==> src/rtl/imem_loader.sv <==
// rtl/imem_loader.sv - framed byte-stream loader that fills imem and releases the CPU after a good checksum
module imem_loader #(
  parameter int ADDR_WIDTH = 10,
  parameter int MAX_WORDS  = 1024
) (
  input  logic                  clock,
  input  logic                  reset,
  input  logic [7:0]            byte_in,
  input  logic                  byte_valid,
  output logic                  byte_ready,
  output logic                  imem_we,
  output logic [ADDR_WIDTH-1:0] imem_addr,
  output logic [31:0]           imem_wdata,
  output logic                  cpu_reset,
  output logic                  done,
  output logic                  error
);

  typedef enum logic [2:0] {
    HDR_HI,
    HDR_LO,
    DATA,
    CHECK,
    LOAD_DONE,
    LOAD_ERROR
  } state_t;

  // Widened by one bit so a count of exactly 2**16 words still compares correctly.
  localparam logic [16:0] MAX_W = 17'(MAX_WORDS);

  state_t      state;
  logic        active;     // high in the four byte-consuming states
  logic [7:0]  count_hi;
  logic [15:0] count;
  logic [15:0] word_idx;
  logic [1:0]  byte_cnt;
  logic [23:0] buffer;     // first three bytes of the word being assembled
  logic [7:0]  csum;       // running XOR of data bytes
  logic [15:0] full_count;
  logic        fire;

  // Ready must drop in the very cycle reset is raised, so it is gated combinationally.
  assign byte_ready = active & ~reset;
  assign fire       = byte_valid & byte_ready;
  assign full_count = {count_hi, byte_in};

  // Frame FSM: header decode, word assembly, imem write strobe, checksum verdict.
  always_ff @(posedge clock) begin
    if (reset) begin
      state      <= HDR_HI;
      active     <= 1'b1;
      count_hi   <= 8'd0;
      count      <= 16'd0;
      word_idx   <= 16'd0;
      byte_cnt   <= 2'd0;
      buffer     <= 24'd0;
      csum       <= 8'd0;
      imem_we    <= 1'b0;
      imem_addr  <= '0;
      imem_wdata <= 32'd0;
      cpu_reset  <= 1'b1;
      done       <= 1'b0;
      error      <= 1'b0;
    end else begin
      imem_we <= 1'b0;
      if (fire) begin
        case (state)
          HDR_HI: begin
            count_hi <= byte_in;
            state    <= HDR_LO;
          end
          HDR_LO: begin
            count <= full_count;
            if ({1'b0, full_count} > MAX_W) begin
              state  <= LOAD_ERROR;
              active <= 1'b0;
              error  <= 1'b1;
            end else if (full_count == 16'd0) begin
              state <= CHECK;
            end else begin
              state <= DATA;
            end
          end
          DATA: begin
            csum     <= csum ^ byte_in;
            byte_cnt <= byte_cnt + 2'd1;
            buffer   <= {buffer[15:0], byte_in};
            if (byte_cnt == 2'd3) begin
              imem_we    <= 1'b1;
              imem_wdata <= {buffer, byte_in};
              imem_addr  <= word_idx[ADDR_WIDTH-1:0];
              word_idx   <= word_idx + 16'd1;
              if (word_idx + 16'd1 == count) begin
                state <= CHECK;
              end
            end
          end
          CHECK: begin
            active <= 1'b0;
            if (byte_in == csum) begin
              state     <= LOAD_DONE;
              done      <= 1'b1;
              cpu_reset <= 1'b0;
            end else begin
              state <= LOAD_ERROR;
              error <= 1'b1;
            end
          end
          default: begin
          end
        endcase
      end
    end
  end

endmodule

==> config.mk <==
export PLATFORM = sky130hd
export DESIGN_NAME = imem_loader
export DESIGN_NICKNAME = d
export VERILOG_FILES = /design/src/rtl/imem_loader.sv
export SDC_FILE = /design/constraint.sdc
export NUM_CORES = 1
export LEC_CHECK = 0
export CORE_AREA = 2 2 89 177
export CTS_BUF_LIST = sky130_fd_sc_hd__clkbuf_2 sky130_fd_sc_hd__clkbuf_4 sky130_fd_sc_hd__clkbuf_8
export CTS_CLUSTER_SIZE = 10
export DETAILED_ROUTE_END_ITERATION = 8
export DIE_AREA = 0 0 91 179
export PLACE_DENSITY_LB_ADDON = 0.3
export SKIP_CTS_REPAIR_TIMING = 1
export SLEW_MARGIN = 10
export SYNTH_ARGS = -nofsm -noshare
export SYNTH_HDL_FRONTEND = slang
export SYNTH_SLANG_ARGS = --single-unit
==> constraint.sdc <==
create_clock -name clock -period 3 [get_ports clock]
set_input_delay 0.45 -clock clock [delete_from_list [all_inputs] [get_ports clock]]
set_output_delay 0.45 -clock clock [all_outputs]
set_load 0.005 [all_outputs]
==> results of run 1 <==
-- per-stage QoR --
step	hold WS, ps	util, %	total power [µW]
2_1_floorplan	432.1	-	1824
3_3_place_gp	441.0	39.29	1887
3_5_place_dp	444.6	39.29	1888
4_1_cts	335.4	42.57	3685
5_1_grt	366.9	42.57	3779
6_report	360.5	42.57	3645
-- synth_stat cells (all sizes together) (5+ instances only) --
master	n
buf	15
nor2	69
nand4	5
inv	8
o21ai	9
dfxtp	124
xor2	17
a21oi	71
mux2i	26
nor3	10
nand3	14
xnor2	35
or2	5
nand2	150
clkbuf	26
-- kinds of logic after synthesis --
family / Yosys count
and+or+nand+nor: 273
muxes: 26
adders and majority gates: 2
AOI/OAI and AO/OA: 96
buffers and inverters: 49
xor gates and xnor gates: 52
DFF: 124
-- final cells by class --
class | count | area, µm² | share of cell area, %
clock inverters | 10 | 210.2 | 3.280
well taps | 198 | 247.7 | 3.866
clock buffers | 22 | 284.0 | 4.432
repair buffers | 71 | 673.1 | 10.50
multi-input cells | 449 | 2481 | 38.72
flip-flops and latches | 124 | 2482 | 38.73
inverters | 8 | 30.03 | 0.4686
-- layer usage --
| metal | part of all wire (%) | vias to the layer above | global-route usage, % |
|---|---|---|---|
| li1 | - | 2157 | - |
| met1 | 47 | 1941 | 20.10 |
| met2 | 48 | 83 | 24.97 |
| met3 | 3.7 | 18 | 3.447 |
| met4 | 1.5 | 0 | 5.429 |
| met5 | 0 | - | 0 |
-- flip-flops by register name, summed over array words and instances (netlist names) --
name	cells
count_hi	8
active	1
imem_addr	10
buffer	24
done	1
cpu_reset	1
state	3
imem_we	1
word_idx	16
error	1
count	16
imem_wdata	32
csum	8
byte_cnt	2
-- cell usage in the layout (no fill, tap or decap), drive strengths merged, types with 10 or more instances in the layout --
master / count
dfxtp: 124
buf: 15
nand3: 14
a21oi: 71
clkbuf: 22
nor3: 10
nor2: 69
clkdlybuf4s50: 56
xnor2: 35
mux2i: 26
nand2: 150
xor2: 17
-- where the power goes --
part | internal (µW) | leakage [µW] | switching (µW)
sequential | 1660 | 0.00100 | 22.8
combinational | 70.4 | 0.00102 | 93.8
clock | 1150 | 0.000248 | 645
total | 2880 | 0.00226 | 762
-- critical path: cells and delay by family, from the launching register on --
family | cells | cell delay (ps)
and+or+nand+nor | 4 | 1250
DFF | 1 | 460
adders and majority gates | 1 | 320
AOI/OAI and AO/OA | 2 | 300
-- final timing paths --
kind	depth (start not counted)	startpoint	end	slack (ps)
setup / recovery	7	word_idx[0]	state[0]	570
hold / removal	2	reset	word_idx[11]	360
setup reg to reg	7	word_idx[0]	state[0]	570
hold reg to reg	2	done	done	450
==> results.py, run 1 <==
metrics = {
    "drt": {
        "routed_wire_length_per_instance_um": 13.49,
        "vias_per_cell": 4.761,
        "via_count": 4199,
        "remaining_drc_errors": 0,
        "first_pass_iters": 4,
        "drt-initial-drc-count": 245,
        "antenna_violating_nets_post_route": 0,
        "wirelength_mm": 11.90,
    },
    "sta": {
        "rsz0062_at_grt": "false",
        "fin_worst_skew_ps": 10.69,
        "setup-violations-final": 0,
        "timing.final.crit_period_ps": 2435,
        "worst_slack_ps": 565.4,
        "worst_slew_margin_rel_pct": 42.68,
        "timing_hold_violations_final": 0,
        "worst-slew-pin-transition_ps": 859.8,
        "fmaxAchievable_mhz": 410.7,
        "fin_crit_sh_pct": 81.15,
        "timing.setup.tns_ps": 0,
        "maxSlewViolCount": 0,
    },
    "worst_setup_path": {
        "crit_chain": "ha_1, nand3_4, or2_4, nor4_1, o21ai_1, or4b_1, o41ai_2",
        "startpoint_types": "register",
        "max_fanout_on_critical_path": 7,
        "setup.worst_path.class": "register to register",
        "crit_required_ps": 3330,
        "critical_path.slowest_cell": "or4b_1",
        "critical_path_arrival_ps": 2770,
        "worst_path_largest_cell_delay_ps": 530,
        "nature_of_the_critical_path_endpoint": "register",
    },
    "logic_synthesis": {
        "yosys.area_share.simple_pct": 23.03,
        "ys_dominant_reg_cell": "dfxtp_1",
        "number_of_flip_flops_and_latches_in_the_synthesized_netlist": 124,
        "synth_top_area_cell": "dfxtp_1",
        "syn-instance-count": 622,
        "seq_area_frac_synth_pct": 48.00,
        "arithmetic_cell_share_of_the_synthesized_area_counting_full_adders_half_adders_and_majority_gates_pct": 0.4839,
        "synth.top_cells.by_area": "dfxtp_1, nand2_1, a21oi_1",
        "synth.lib_cells_used.distinct": 48,
        "synth_edf_count": 0,
        "net_count_after_synthesis": 635,
        "netlist_area_um2": 5171,
        "largest_family_of_logic_cells_by_synthesized_area": "simple AND/OR/NAND/NOR gates",
        "synth_async_sr_flop_share_pct": 0,
        "portion_of_synthesized_cell_area_occupied_by_the_leading_cell_type_pct": 48.00,
        "post_synth_xor_area_fraction_pct": 8.807,
        "post_synth.cell_area_avg_um2": 8.314,
        "synth_mux_area_share_pct": 5.033,
        "synth_compound_gate_area_share_pct": 10.53,
        "yosys_warnings": 0,
    },
    "clocking": {
        "cts_sinks": 124,
        "cts.path.max_buffers": 2,
        "clk_transition_reported_paths_ps": 80,
        "root_buffer": "clkbuf_8",
        "cts_tree": "built",
        "cts_max_level": 4,
        "tritoncts.num_buffers": 17,
        "clock_insertion_delay_worst_skew_ps": 430,
    },
    "die": {
        "std_cell_rows": 64,
        "core_region_area_um2": 15050,
        "initial_utilization_pct": 34.35,
        "die_w_um": 91,
        "fp.dieArea_um2": 16290,
        "floorplan.io_pins": 58,
        "die_height_um": 179,
    },
    "cells_and_area": {
        "area_delta_synth_final_pct": 23.93,
        "post_route_cells_drive_above_1_share_pct": 8.772,
        "number_of_filler_instances_in_the_final_layout": 1606,
        "final_cell_area_um2": 6409,
        "antenna_cells_inserted": 0,
        "layoutNonFillerInstCount": 882,
        "nNetsFinal": 684,
    },
    "global_route": {
        "initial_antenna_violation_count": 0,
        "number_of_global_route_vias_before_repair": 3999,
        "global_route_wire_length_before_repair_mm": 20.08,
        "grt_overflow_total": 0,
        "grt.total_usage_pct": 15.39,
        "grt_max_degree": 87,
    },
    "pwr": {
        "p_leak_uw": 0.002265,
        "p_per_area_nw_per_um2": 568.7,
        "irDropWorstVdd_mv": 0.3207,
    },
    "placement": {
        "place.detailed.hpwl_mm": 8.245,
        "dp_slack_ps": 371.9,
        "post_placement_cell_count": 850,
        "port_buffers": 57,
        "routabilityCongestion": 0.7986,
        "dpl-instance-area_um2": 5914,
    },
    "run_status": {
        "run_status": "completed",
    },
    "flow_run": {
        "drv_cap": 0,
    },
    "worst_hold_path": {
        "timing.hold.worst.class": "input pin to register",
    },
}
No activity file was read; power rests on OpenSTA's default activity.
==> inputs of run 2 (changes only) <==
==> constraint.sdc (replaced) <==
create_clock -name clock -period 2 [get_ports clock]
set_input_delay 0.3 -clock clock [delete_from_list [all_inputs] [get_ports clock]]
set_output_delay 0.3 -clock clock [all_outputs]
set_load 0.005 [all_outputs]
==> run 2 against run 1 <==
Net effect:
- the run now ends with setup timing left
- count of clock-buffer cells in the layout decreased by 1
- power increased by 36%
- worst hold slack got worse by 130 ps
- sequential power increased by 49%
- combinational power increased by 78%
- via count increased by 5.0%
- sequential cell count unchanged
- critical path depth unchanged
==> results.py, run 2 (synthesis results as in run 1) <==
metrics = {
    "drt": {
        "wirelength_mm": 12.39,
        "vias_per_cell": 4.775,
        "antenna_violating_nets_post_route": 0,
        "routed_wire_length_per_instance_um": 13.42,
        "via_count": 4407,
        "remaining_drc_errors": 0,
        "first_pass_iters": 4,
        "drt-initial-drc-count": 288,
    },
    "sta": {
        "maxSlewViolCount": 0,
        "fin_crit_sh_pct": 103.9,
        "worst_slack_ps": -77.46,
        "fin_worst_skew_ps": 7.507,
        "timing_hold_violations_final": 0,
        "worst_slew_margin_rel_pct": 63.36,
        "worst-slew-pin-transition_ps": 549.6,
        "fmaxAchievable_mhz": 481.4,
        "whs_ps": 233.5,
        "setup-violations-final": 1,
        "timing.final.crit_period_ps": 2077,
        "rsz0062_at_grt": "true",
    },
    "cells_and_area": {
        "layout.cells.most_common": "nand2_1",
        "post_route_cells_drive_above_1_share_pct": 15.72,
        "area_delta_synth_final_pct": 30.63,
        "layoutNonFillerInstCount": 923,
        "nNetsFinal": 725,
        "most-common-layout-cells": "nand2_1, dfxtp_1, a21oi_1",
        "antenna_cells_inserted": 0,
        "largest_reg_flops": 32,
        "registers.top_by_ff_count": "imem_wdata",
        "reg.largest.list": "imem_wdata (32), buffer (24)",
    },
    "pwr": {
        "fin_total_pwr_uw": 4952,
        "p_per_area_nw_per_um2": 733.1,
        "irDropWorstVdd_mv": 0.5161,
        "p_leak_uw": 0.002450,
    },
    "run_status": {
        "run_status": "finished, violations left",
        "failed_checks": "setup timing",
    },
    "worst_hold_path": {
        "timing.hold.worst.class": "input pin to register",
    },
    "worst_setup_path": {
        "crit_required_ps": 2340,
        "critical_path_arrival_ps": 2420,
        "max_fanout_on_critical_path": 5,
        "nature_of_the_critical_path_endpoint": "register",
        "startpoint_types": "register",
        "setup.worst_path.class": "register to register",
    },
    "placement": {
        "routabilityCongestion": 0.8473,
        "place.detailed.hpwl_mm": 8.609,
        "port_buffers": 57,
        "post_placement_cell_count": 891,
    },
    "die": {
        "die_height_um": 179,
        "initial_utilization_pct": 34.35,
        "core_region_area_um2": 15050,
        "floorplan.io_pins": 58,
        "die_w_um": 91,
        "std_cell_rows": 64,
        "fp.dieArea_um2": 16290,
    },
    "clocking": {
        "root_buffer": "clkbuf_8",
        "clock_insertion_delay_worst_skew_ps": 440,
        "cts_tree": "built",
        "cts.path.max_buffers": 2,
        "tritoncts.num_buffers": 17,
        "clk_transition_reported_paths_ps": 70,
        "cts_sinks": 124,
        "cts_max_level": 4,
    },
    "flow_run": {
        "drv_cap": 0,
    },
    "global_route": {
        "initial_antenna_violation_count": 0,
        "grt_overflow_total": 0,
        "number_of_global_route_vias_before_repair": 4197,
        "grt.total_usage_pct": 16.00,
        "global_route_wire_length_before_repair_mm": 20.84,
        "grt_max_degree": 119,
    },
}
## run 2: per-stage QoR
| step | TNS, ps | setup WS (ps) | instance area, µm² | util [%] |
|---|---|---|---|---|
| global route | -180.2 | -180.2 | 6755 | 44.87 |
| detailed placement | -9732 | -380.1 | 6324 | 42.00 |
| floorplan | 0 | 16.52 | 5185 | - |
| CTS | -203.5 | -203.5 | 6708 | 44.56 |
| finish | -77.46 | -77.46 | 6755 | 44.87 |
| global placement | -7214 | -356.3 | 6324 | 42.00 |
## run 2: report_power, final
group / internal [µW] / total (µW) / switching (µW)
clock: 1160 / 2140 / 985
combinational: 129 / 292 / 163
sequential: 2500 / 2520 / 22.5
total: 3780 / 4950 / 1170
## run 2: worst paths after layout
kind	from	end	slack, ps	depth (start not counted)
setup / recovery	word_idx[0]	state[0]	-80	7
setup reg to reg	word_idx[0]	state[0]	-80	7
hold / removal	reset	error	230	3
hold reg to reg	imem_addr[6]	imem_addr[6]	450	2
## run 2: layout make-up
class | instances | area (µm²)
fill | 1560 | 8299
multi-input combinational | 449 | 2534
sequential | 124 | 2491
timing repair buffer | 112 | 1069
clock buffer | 21 | 264.0
tap | 198 | 247.7
clock inverter | 11 | 120.1
inverter | 8 | 30.03
## run 2: worst max-delay path, stage by stage, from the launching register on
cell	delay, ps
dfxtp_2	350
ha_4	160
nand3_4	100
or2_4	270
nor4_2	240
o21ai_1	130
or4b_4	530
o41ai_2	200
## run 2: routing by layer
layer / vias to the layer above / GRT usage (%) / routed length, µm
li1: 2234 / - / -
met2: 119 / 24.66 / 5721
met1: 2036 / 21.70 / 5814
met3: 18 / 3.741 / 653
met4: 0 / 6.124 / 202
met5: - / 0 / 0
==> inputs of run 3 (changes only) <==
--- a/config.mk
+++ b/config.mk
@@ -5,11 +5,12 @@
 export SDC_FILE = /design/constraint.sdc
 export NUM_CORES = 1
 export LEC_CHECK = 0
-export CORE_AREA = 2 2 89 177
+export CORE_AREA = 2 2 119 133
 export CTS_BUF_LIST = sky130_fd_sc_hd__clkbuf_2 sky130_fd_sc_hd__clkbuf_4 sky130_fd_sc_hd__clkbuf_8
+export CTS_CLUSTER_DIAMETER = 50
 export CTS_CLUSTER_SIZE = 10
 export DETAILED_ROUTE_END_ITERATION = 8
-export DIE_AREA = 0 0 91 179
+export DIE_AREA = 0 0 121 135
 export PLACE_DENSITY_LB_ADDON = 0.3
 export SKIP_CTS_REPAIR_TIMING = 1
 export SLEW_MARGIN = 10
==> run 3 against run 2 <==
Net effect:
- the flow still finishes with violations (setup timing)
- combinational power decreased by 3%
- critical path depth increased by 1
- first-iteration DRC count decreased by 38%
- count of clock-buffer cells in the layout decreased by 2
- core utilization increased by 0.22 points
- clock skew increased by 1.6 ps
- clock power decreased by 3%
- register-to-register slack improved by 30 ps
- worst setup slack improved by 26 ps
- via count decreased by 1.3%
- final cell count decreased by 0.43%
- critical path type unchanged
- largest cell class unchanged
- largest power group unchanged
==> results.py, run 3 (synthesis results as in run 1) <==
metrics = {
    "die": {
        "floorplan.io_pins": 58,
        "std_cell_rows": 47,
        "fp.dieArea_um2": 16340,
        "core_region_area_um2": 14880,
        "die_height_um": 135,
        "initial_utilization_pct": 34.76,
        "die_w_um": 121,
    },
    "global_route": {
        "grt_overflow_total": 0,
        "met3_use_gr_pct": 4.096,
        "initial_antenna_violation_count": 0,
        "use_met1_pct": 20.47,
        "gr-usage-met2_pct": 27.15,
        "busiest_metal_layer_after_global_routing": "met2",
        "global_route_wire_length_before_repair_mm": 21.05,
        "grt.total_usage_pct": 16.22,
        "number_of_global_route_vias_before_repair": 4252,
        "grt_max_degree": 110,
    },
    "worst_setup_path": {
        "worst-path-buf-inv": 1,
        "crit_chain": "ha_4, nand3_4, buf_4, or4_1, nor2_1, a31oi_1, a21boi_1, o41ai_2",
        "startpoint_types": "register",
        "critical_path_arrival_ps": 2380,
        "worst_path_largest_cell_delay_ps": 540,
        "crit_required_ps": 2330,
        "setup.worst_path.class": "register to register",
        "critical_path.slowest_cell": "or4_1",
        "family_of_cells_with_the_greatest_summed_delay_on_the_critical_path": "simple AND/OR/NAND/NOR gates",
        "max_fanout_on_critical_path": 4,
        "nature_of_the_critical_path_endpoint": "register",
    },
    "drt": {
        "vias_per_cell": 4.731,
        "antenna_violating_nets_post_route": 0,
        "remaining_drc_errors": 0,
        "wirelength_mm": 12.76,
        "via_count": 4348,
        "routed_wire_length_per_instance_um": 13.88,
        "first_pass_iters": 4,
        "drt-initial-drc-count": 179,
    },
    "sta": {
        "timing_hold_violations_final": 0,
        "fin_worst_skew_ps": 9.100,
        "worst_slack_ps": -51.76,
        "setup-violations-final": 1,
        "rsz0062_at_grt": "true",
        "maxSlewViolCount": 0,
        "worst_slew_margin_rel_pct": 24.06,
        "timing.final.crit_period_ps": 2052,
        "fmaxAchievable_mhz": 487.4,
        "worst-slew-pin-transition_ps": 1139,
        "timing.setup.tns_ps": -51.76,
        "fin_crit_sh_pct": 102.6,
    },
    "placement": {
        "place.detailed.hpwl_mm": 8.906,
        "port_buffers": 57,
        "post_placement_cell_count": 888,
        "routabilityCongestion": 0.8587,
        "dp_slack_ps": -429.1,
    },
    "cells_and_area": {
        "most-common-layout-cells": "nand2_1, dfxtp_1, a21oi_1",
        "largest_reg_flops": 32,
        "reg.largest.list": "imem_wdata (32), buffer (24)",
        "multiInputGateArea_um2": 2556,
        "antenna_cells_inserted": 0,
        "area_delta_synth_final_pct": 29.74,
        "post_route_cells_drive_above_1_share_pct": 15.49,
        "registers.top_by_ff_count": "imem_wdata",
        "layoutNonFillerInstCount": 919,
        "seqCellArea_um2": 2491,
        "nNetsFinal": 724,
        "number_of_filler_instances_in_the_final_layout": 1463,
        "layout.core_utilization_pct": 45.09,
        "layout.cells.most_common": "nand2_1",
    },
    "flow_run": {
        "drv_cap": 0,
    },
    "worst_hold_path": {
        "timing.hold.worst.class": "input pin to register",
    },
    "clocking": {
        "cts_sinks": 124,
        "cts.path.max_buffers": 2,
        "cts_max_level": 4,
        "cts_tree": "built",
        "clk_transition_reported_paths_ps": 80,
        "clock_insertion_delay_worst_skew_ps": 430,
        "root_buffer": "clkbuf_8",
        "tritoncts.num_buffers": 17,
    },
    "pwr": {
        "fin_total_pwr_uw": 4887,
        "p_leak_uw": 0.002425,
        "p_per_area_nw_per_um2": 728.4,
        "intPower_uw": 3675,
        "power_switching_share_pct": 24.79,
        "p_switching_uw": 1211,
        "sequentialPowerShare_pct": 51.6,
        "irDropWorstVdd_mv": 0.4248,
        "combPwrFrac_pct": 5.8,
        "clock_power_share_pct": 42.6,
    },
    "run_status": {
        "run_status": "finished, violations left",
        "failed_checks": "setup timing",
    },
}
run 3: cell types whose count changed in the layout (fill, tap and decap cells not counted), moves of 2 or more:
| cell | before | now |
|---|---|---|
| clkinv_2 | 4 | 2 |
| buf_12 | 7 | 3 |
| clkbuf_4 | 4 | 0 |
| clkbuf_8 | 17 | 19 |
| inv_6 | 1 | 4 |
| buf_4 | 49 | 52 |
run 3: power by group through the flow:
stage	logic [µW]	clock network, µW	registers (µW)
global route	308	2250	2520
finish	283	2080	2520
global placement	279	0	2580
CTS	284	2140	2520
detailed placement	282	0	2580
floorplan	169	0	2570
run 3: metal layers:
layer | wire length (µm) | vias up
met5 | 0 | -
met4 | 160 | 0
met3 | 470 | 11
met2 | 6306 | 75
met1 | 5822 | 2041
li1 | - | 2221
run 3: final timing paths:
path	cells after the start	end	slack, ps	startpoint
min reg2reg	2	done	450	done
max	8	state[0]	-50	word_idx[0]
min	3	state[1]	300	reset
max reg2reg	8	state[0]	-50	word_idx[0]
run 3: tightest hold or removal path, cell delays in order:
cell and delay, ps:
buf_4 110, buf_4 210, nor2_1 60
run 3: through the flow:
stage | hold slack (ps) | instance area (µm²)
finish | 297.7 | 6709
global route | 296.5 | 6709
CTS | 281.6 | 6639
detailed placement | 445.2 | 6264
global placement | 436.1 | 6264
floorplan | 432.1 | 5185
run 3: cell type report:
cell class / instances / area share, %
Multi-Input combinational cell: 449 / 38.10
Inverter: 8 / 0.4476
Timing Repair Buffer: 111 / 15.07
Clock inverter: 12 / 1.697
Tap cell: 196 / 3.655
Sequential cell: 124 / 37.13
Clock buffer: 19 / 3.898
